[src/rtl/ncc_pkg.sv]
// Shared types and constants for the NCC correlator pipeline.
// Holds the score type, the peak-finder state encoding and the most negative score.
package ncc_pkg;

    localparam int SCORE_W = 16;

    typedef logic signed [SCORE_W-1:0] score_t;

    typedef enum logic [1:0] {
        IDLE,
        SCAN,
        HOLD
    } peak_state_t;

    localparam score_t SCORE_MIN = {1'b1, {(SCORE_W-1){1'b0}}};

endpackage

[src/rtl/raster_counter.sv]
// Raster-order (x, y) placement counter for the NCC peak finder.
// x runs 0..NUM_X-1 per row, y runs 0..NUM_Y-1; last flags the final placement.
module raster_counter #(
    parameter int NUM_X = 25,
    parameter int NUM_Y = 25,
    localparam int XW = $clog2(NUM_X),
    localparam int YW = $clog2(NUM_Y)
) (
    input  logic          clk,
    input  logic          rst,
    input  logic          clear,
    input  logic          enable,
    output logic [XW-1:0] x,
    output logic [YW-1:0] y,
    output logic          last
);

    localparam logic [XW-1:0] X_MAX = XW'(NUM_X - 1);
    localparam logic [YW-1:0] Y_MAX = YW'(NUM_Y - 1);

    assign last = (x == X_MAX) && (y == Y_MAX);

    // NOTE: reset is synchronous and active-low, so it is tested inside the clocked
    // block rather than listed in the sensitivity list; state uses <= so every
    // register samples pre-edge values.
    always_ff @(posedge clk) begin
        if (!rst || clear) begin
            x <= '0;
            y <= '0;
        end else if (enable) begin
            if (x == X_MAX) begin
                x <= '0;
                y <= (y == Y_MAX) ? '0 : y + 1'b1;
            end else begin
                x <= x + 1'b1;
            end
        end
    end

endmodule

[src/rtl/ncc_peak_finder.sv]
// Tracks the maximum NCC score over one raster-ordered search frame and hands the
// winning placement to the host. Define NCC_PEAK_SECOND_EN to build the runner-up tracker.
module ncc_peak_finder #(
    parameter int NUM_X   = 25,
    parameter int NUM_Y   = 25,
    parameter int SCORE_W = 16
) (
    input  logic                       clk,
    input  logic                       rst,
    input  logic                       start,
    input  logic                       score_valid,
    input  logic signed [SCORE_W-1:0]  score,
    output logic                       score_ready,
    output logic                       result_valid,
    input  logic                       result_ready,
    output logic signed [SCORE_W-1:0]  peak_score,
    output logic [$clog2(NUM_X)-1:0]   peak_x,
    output logic [$clog2(NUM_Y)-1:0]   peak_y,
    output logic signed [SCORE_W-1:0]  second_score,
    output logic                       busy
);

    import ncc_pkg::*;

    localparam int XW = $clog2(NUM_X);
    localparam int YW = $clog2(NUM_Y);
    localparam logic signed [SCORE_W-1:0] MIN_SCORE = {1'b1, {(SCORE_W-1){1'b0}}};

    peak_state_t state_q, state_d;

    logic                      accept, start_frame, last, new_best;
    logic [XW-1:0]             cur_x, best_x, best_x_d;
    logic [YW-1:0]             cur_y, best_y, best_y_d;
    logic signed [SCORE_W-1:0] best, best_d;

    assign score_ready  = (state_q == SCAN);
    assign result_valid = (state_q == HOLD);
    assign busy         = (state_q != IDLE);
    assign accept       = score_valid && score_ready;
    assign start_frame  = (state_q == IDLE) && start;

    raster_counter #(
        .NUM_X (NUM_X),
        .NUM_Y (NUM_Y)
    ) u_raster (
        .clk    (clk),
        .rst    (rst),
        .clear  (start_frame),
        .enable (accept),
        .x      (cur_x),
        .y      (cur_y),
        .last   (last)
    );

    always_ff @(posedge clk) begin
        if (!rst) state_q <= IDLE;
        else      state_q <= state_d;
    end

    // NOTE: every signal driven here gets a default first, so no path leaves it
    // unassigned and no latch is inferred.
    always_comb begin
        state_d = state_q;
        case (state_q)
            IDLE:    if (start)           state_d = SCAN;
            SCAN:    if (accept && last)  state_d = HOLD;
            HOLD:    if (result_ready)    state_d = IDLE;
            default:                      state_d = IDLE;
        endcase
    end

    // Strict comparison keeps the earliest placement on ties.
    always_comb begin
        new_best = (score > best);
        best_d   = new_best ? score : best;
        best_x_d = new_best ? cur_x : best_x;
        best_y_d = new_best ? cur_y : best_y;
    end

    always_ff @(posedge clk) begin
        if (!rst) begin
            best       <= '0;
            best_x     <= '0;
            best_y     <= '0;
            peak_score <= '0;
            peak_x     <= '0;
            peak_y     <= '0;
        end else if (start_frame) begin
            best   <= MIN_SCORE;
            best_x <= '0;
            best_y <= '0;
        end else if (accept) begin
            best   <= best_d;
            best_x <= best_x_d;
            best_y <= best_y_d;
            // Result registers take the final comparison on the last-accept edge.
            if (last) begin
                peak_score <= best_d;
                peak_x     <= best_x_d;
                peak_y     <= best_y_d;
            end
        end
    end

`ifdef NCC_PEAK_SECOND_EN
    logic signed [SCORE_W-1:0] second, second_d;

    always_comb begin
        second_d = second;
        if (new_best)           second_d = best;
        else if (score > second) second_d = score;
    end

    always_ff @(posedge clk) begin
        if (!rst) begin
            second       <= '0;
            second_score <= '0;
        end else if (start_frame) begin
            second <= MIN_SCORE;
        end else if (accept) begin
            second <= second_d;
            if (last) second_score <= second_d;
        end
    end
`else
    assign second_score = '0;
`endif

endmodule
[config.mk]
export PLATFORM = sky130hd
export DESIGN_NAME = ncc_peak_finder
export DESIGN_NICKNAME = d
export VERILOG_FILES = /design/src/rtl/ncc_pkg.sv /design/src/rtl/raster_counter.sv /design/src/rtl/ncc_peak_finder.sv
export SDC_FILE = /design/constraint.sdc
export NUM_CORES = 1
export LEC_CHECK = 0
export BUFFER_PORTS_ARGS = -buffer_cell sky130_fd_sc_hd__buf_2
export CAP_MARGIN = 10
export CELL_PAD_IN_SITES_DETAIL_PLACEMENT = 0
export CELL_PAD_IN_SITES_GLOBAL_PLACEMENT = 1
export CORE_AREA = 2 2 81 113
export DETAILED_ROUTE_END_ITERATION = 16
export DIE_AREA = 0 0 83 115
export GPL_TIMING_DRIVEN = 0
export MAX_ROUTING_LAYER = met4
export PLACE_DENSITY_LB_ADDON = 0.1
export SLEW_MARGIN = 10
export SYNTH_ARGS = -nofsm -noshare
export SYNTH_HDL_FRONTEND = slang
export SYNTH_SLANG_ARGS = --single-unit
[constraint.sdc]
create_clock -name clk -period 3.1 [get_ports clk]
set_clock_uncertainty 0.2 [all_clocks]
set_input_delay 0.62 -clock clk [delete_from_list [all_inputs] [get_ports clk]]
set_output_delay 0.62 -clock clk [all_outputs]
set_load 0.01 [all_outputs]
==> results of run 1 <==
==> flip-flops by register name, summed over array words and instances (netlist names) <==
signal      count
best           16
best_x          5
best_y          5
peak_score     16
peak_x          5
peak_y          5
state_q         2
u_raster.x      5
u_raster.y      5
==> report_power, final <==
| part | leakage, uW | internal, uW | switching, uW | total (uW) |
|---|---|---|---|---|
| clock | 0.000163 | 770 | 359 | 1130 |
| sequential | 0.000516 | 831 | 5.97 | 837 |
| combinational | 0.000961 | 85.4 | 155 | 240 |
==> worst min-delay path, cell delays in order (launching register included) <==
cell and delay [ns]:
dfxtp_1 0.31, nand2_1 0.05, a21oi_1 0.05
==> synth_stat cells (all sizes together) <==
master,count,area [um2]
a21oi,73,399
or2,1,6.26
nand4,7,50.1
a21boi,3,22.5
mux2i,1,10.0
o22a,1,17.5
ha,20,250
nand2b,3,18.8
nor2,15,56.3
dfxtp,64,1280
and2,2,12.5
a41oi,1,8.76
nand2,35,131
and4,1,8.76
xor2,6,52.6
a221o,1,10.0
nor2b,6,45.0
nand4b,1,8.76
o22ai,1,20.0
conb,1,3.75
a21o,2,22.5
or3,1,6.26
clkbuf,15,57.6
nand3,27,135
a31oi,1,6.26
buf,26,195
a211oi,1,7.51
inv,22,82.6
a221oi,1,15.0
nor3,10,75.1
o221ai,1,8.76
o211a,1,10.0
o21ai,52,260
o21a,1,7.51
xnor2,2,17.5
==> logic make-up (layout without fill, tap and decap cells) <==
logic type / count (synthesis) / count (layout)
xor+xnor: 8 / 8
fa+ha+maj: 20 / 20
buf+inv: 63 / 128
flops: 64 / 64
mux: 1 / 1
compound gates: 140 / 140
simple gates: 109 / 109
other cells: 1 / 16
==> metal layers <==
| metal | routed length, um | GRT usage | part of all wire |
|---|---|---|---|
| met5 | 0 | - | 0 |
| met4 | 220 | 0.0918 | 0.025 |
| met3 | 243 | 0.0273 | 0.027 |
| met2 | 4670 | 0.356 | 0.53 |
| met1 | 3750 | 0.223 | 0.42 |
==> through the flow <==
step | hold slack, ns | util
2_1_floorplan | 0.227 | -
3_3_place_gp | 0.245 | 0.439
3_5_place_dp | 0.243 | 0.439
4_1_cts | 0.257 | 0.478
5_1_grt | 0.268 | 0.478
6_report | 0.254 | 0.478
==> worst paths after layout <==
| check | slack, ns | cells after the start | endpoint |
|---|---|---|---|
| max | 0.61 | 9 | best[5] |
| min | 0.25 | 2 | peak_y[0] |
| max reg2reg | 0.64 | 9 | best[5] |
| min reg2reg | 0.25 | 2 | peak_y[0] |
==> layout make-up <==
cell class,instances,area share
Tap cell,105,0.0321
Clock buffer,14,0.0670
Timing Repair Buffer,49,0.0600
Clock inverter,2,0.0147
Buffer,41,0.0618
Sequential cell,64,0.313
Inverter,22,0.0202
Multi-Input combinational cell,294,0.431
==> results.cfg, run 1 <==
[run_status]
status = finished, final reports clean

[timing]
max_freq_ghz = 0.401
hold_viol = 0
timing.slew.headroom = 0.614
post-route-period-util = 0.804
period_needed_ns = 2.49
worst_slew_pin_slew_ns = 0.579
setup_slack_ns = 0.606
totalNegativeSetupSlack_ns = 0
rsz0062_at_grt = no
slew_violations = 0
setup_viol = 0

[setup_path]
path_class = input port to flop
crit_required_ns = 3.15
worst-path-buf-inv = 2
cp_slowest_stage_delay_ns = 0.36
arrival_ns = 2.54
crit_start = score[15]
crit_path_frequent_cell = buf_2
worstReg2RegStart = best[15]
cp_top_family = simple AND/OR/NAND/NOR gates
cp_max_fo = 10
worst_setup_path_end_kind = flop
cp_slowest_cell = ha_1
worstSetupStartpointType = input port
worstPathCellList = buf_2, ha_1, nand4_1, nor3_2, nand2_1, o22ai_4, buf_2, nand3_1, a21oi_1

[placement]
dpl.hpwl_um = 6550
place_inst = 575
dpl_worst_slack_ns = 0.251
placed_cell_area_mm2 = 0.00375
portBuffers = 49
gp_congestion = 0.810

[layout]
drive_gt1_frac = 0.230
diodes = 0
final_area_mm2 = 0.00409
seqCellArea_mm2 = 0.00128
nFillCells = 873
final_nets = 522
area_growth_pct = 23.1
stdcell_count = 591
final_cell_mix = a21oi_1, dfxtp_1, buf_2
multiInputGateArea_mm2 = 0.00176

[global_routing]
track_usage = 0.200
grt_start_max_net_pins = 11
grt_pass1_wl_um = 14600
antenna_found_initial = 0
grt_overflow = 0
grt_pass1_vias = 2918

[synthesis]
yosys_warnings = 0
synth_mux_area_frac = 0.00301
synth-seq-area-share = 0.386
synth_seq_cells = 64
synthAdderAreaFrac = 0.0754
synth_area_mm2 = 0.00332
synth_compound_area_frac = 0.246
synth_top_family_by_area = compound AO/OA/AOI/OAI gates
syn_avg_cell_area_um2 = 8.18
synth_xor_area_frac = 0.0211
netlist_instances = 406
yosys.area_share.simple = 0.167
synth_cell_types = 44

[detailed_routing]
vias = 3019
drc = 0
routed_wirelength_um = 8880
postRouteAntennaNets = 0
first_iter_violations = 89
wl_per_cell_um = 15.0
via_per_inst = 5.11
drtPass1Iterations = 4

[worst_hold_path]
hold_path_class = flop to flop
min_from = best_y[0]

[floorplan]
fp.dieH_um = 115
dieArea_mm2 = 0.00955
initial_core_util = 0.388
die_w_um = 83
io_pins = 66
fp.coreArea_mm2 = 0.00856
fp-row-count = 40

[clock_network]
hold_buffers = 0
cts.clk_slew.worst_paths_ns = 0.05
tritoncts = yes
cts.sinks = 64
cts_buffer_depth = 2
clk_latency_ns = 0.33
cts-root-buf = clkbuf_16
cts_resized = 0
htreeDepth = 3
cts_buffers = 9
cts_setup_buffers = 0

[power_and_ir_drop]
p_total_uw = 2210
power.density_mw_per_mm2 = 540
p_leak_uw = 0.00164
irDropWorstVdd_uv = 339

[job]
maxCapViolations = 0
(Power assumes the default switching activity.)
==> run 2, diff against run 1 <==
Settings changed: ABC_AREA from default to 1, CORE_AREA 2 2 81 113 to 2 2 90 127, DIE_AREA 0 0 83 115 to 0 0 92 129.
Clock period 3.1 ns to 2.1 ns, I/O delays scaled along.
==> run 2 against run 1 <==
The flow now finishes with violations (setup timing). Hold slack worse by 0.10 ns. Sequential power is 51% higher. Power is 66% higher. Sequential cell count stayed put. Die area is 24% higher. Core utilization is 3.4 points higher. Register-to-register slack worse by 0.76 ns. Via count is 19% higher. Wire length is 21% higher. Sequential share of layout area is 7.6 points lower. First-iteration DRC count is 11% higher. Non-clock buffer count is 27 higher. Highest routed layer unchanged.
==> results.cfg, run 2 <==
[run_status]
status = finished with violations
violations = setup timing

[timing]
hold_ws_ns = 0.152
setup_slack_ns = -0.120
post-route-period-util = 1.06
setup_viol = 41
totalNegativeSetupSlack_ns = -3.51
slew_violations = 0
max_freq_ghz = 0.450
worst_slew_pin_slew_ns = 0.658
timing.slew.headroom = 0.561
period_needed_ns = 2.22
hold_viol = 0
rsz0062_at_grt = yes

[setup_path]
worstSetupStartpointType = flop
crit_required_ns = 2.14
rrSetupSlack_ns = -0.12
arrival_ns = 2.26
cp_max_fo = 5
worst_setup_path_end_kind = flop
path_class = flop to flop

[layout]
final_nets = 657
final_common_cell = inv_1
utilization = 0.511
diodes = 0
final_cell_mix = inv_1, nand2_1, buf_2
area_growth_pct = 40.3
nFillCells = 1061
stdcell_count = 760
drive_gt1_frac = 0.410
top_regs = best x16, peak_score x16

[floorplan]
dieArea_mm2 = 0.0119
die_w_um = 92
fp.dieH_um = 129
initial_core_util = 0.364
fp.coreArea_mm2 = 0.0107
fp-row-count = 45
io_pins = 66

[global_routing]
grtUsageMet1 = 0.197
grt_overflow = 0
track_usage = 0.192
grtUsageMet2 = 0.345
grt_start_max_net_pins = 11
met3_usage = 0.0363
antenna_found_initial = 0
grt_pass1_wl_um = 17100
top_usage_layer = met2
grt_pass1_vias = 3521

[clock_network]
cts.clk_slew.worst_paths_ns = 0.05
cts_buffer_depth = 2
cts-root-buf = clkbuf_16
cts_buffers = 9
tritoncts = yes
htreeDepth = 3
clk_latency_ns = 0.34
cts.sinks = 64

[placement]
place_inst = 717
dpl.hpwl_um = 7360
portBuffers = 48
gp_congestion = 0.829

[power_and_ir_drop]
p_leak_uw = 0.00275
irDropWorstVdd_uv = 404
power.density_mw_per_mm2 = 670

[synthesis]
yosys_warnings = 0
synth_area_leaders = dfxtp_1, inv_1, nand2_1, o21a_1, nand3_1
yosysTopAreaCell = dfxtp_1
synth_cell_types = 34
syn_avg_cell_area_um2 = 7.60
post-synth-top-count-cell = inv_1
synth_commonest_cells = inv_1, nand2_1, dfxtp_1, nand3_1, o21a_1
netlist_instances = 513
synth_seq_cells = 64
synth_area_mm2 = 0.00390
synth-seq-area-share = 0.329
postSynth.asyncResetShare = 0
synth_edf_count = 0
synth-main-ff-cell = dfxtp_1
yosys.area.top_type_share = 0.329

[job]
maxCapViolations = 0

[detailed_routing]
vias = 3597
wl_per_cell_um = 14.1
drtPass1Iterations = 4
drc = 0
first_iter_violations = 99
postRouteAntennaNets = 0
routed_wirelength_um = 10700
via_per_inst = 4.73

[worst_hold_path]
hold_path_class = input port to flop
[run 2: cell type report]
type | instances | area, um2 | area share
sequential | 64 | 1300 | 0.237
tap | 141 | 176 | 0.0323
multi-input combinational | 328 | 2480 | 0.454
timing repair buffer | 77 | 547 | 0.100
clock buffer | 11 | 243 | 0.0444
clock inverter | 3 | 67.6 | 0.0124
inverter | 96 | 360 | 0.0659
buffer | 40 | 294 | 0.0538
[run 2: kinds of logic after synthesis]
logic type | synth area share
adder cells (fa/ha/maj) | 0.0642
AND/OR/NAND/NOR | 0.325
XOR/XNOR | 0.00225
buffers and inverters | 0.161
flip-flops | 0.329
AO/OA/AOI/OAI | 0.118
other | 0.000962
[run 2: final timing paths]
path	from	end	depth (start not counted)
worst min-delay path	result_ready	state_q[1]	4
worst min register to register	u_raster.y[1]	u_raster.y[1]	2
worst max register to register	best[7]	peak_y[1]	15
worst max-delay path	best[7]	peak_y[1]	15
[run 2: critical path, cell delays in order (launching register included)]
cell and delay (ns):
dfxtp_2 0.33, inv_2 0.05, ha_4 0.28, nand2_4 0.07, nor2_4 0.12, nand3_2 0.07
nand3_2 0.10, nand2_4 0.07, nand3_4 0.13, nand3_4 0.15, buf_12 0.17, buf_12 0.14
nand2_4 0.06, nand3_2 0.07, nand2_1 0.06, inv_1 0.03
[run 2: per-layer routing]
metal,share of wire,vias up
met5,0,-
met3,0.028,24
met4,0.025,0
met2,0.54,55
li1,-,1836
met1,0.41,1682
[run 2: metrics by stage]
stage          setup slack [ns]  cell area [um2]  power (uW)
3_3_place_gp             -0.386             4380        1820
4_1_cts                 -0.0800             5230        3640
2_1_floorplan           0.00611             3970        1690
3_5_place_dp             -0.396             4380        1830
6_report                 -0.120             5470        3660
5_1_grt                  -0.227             5470        3820
[run 2: report_power, final]
group / switching, uW / total (uW) / leakage (uW) / internal, uW
clock network: 541 / 1600 / 0.000148 / 1060
logic: 443 / 804 / 0.00208 / 361
registers: 18.5 / 1260 / 0.000524 / 1240
[run 2: repair_timing]
action,CTS,global route
cloned,2,0
pin swaps,28,42
hold buffers,0,0
buffers inserted,19,8
gates resized for setup,69,45
endpoints found under the setup margin,52,52
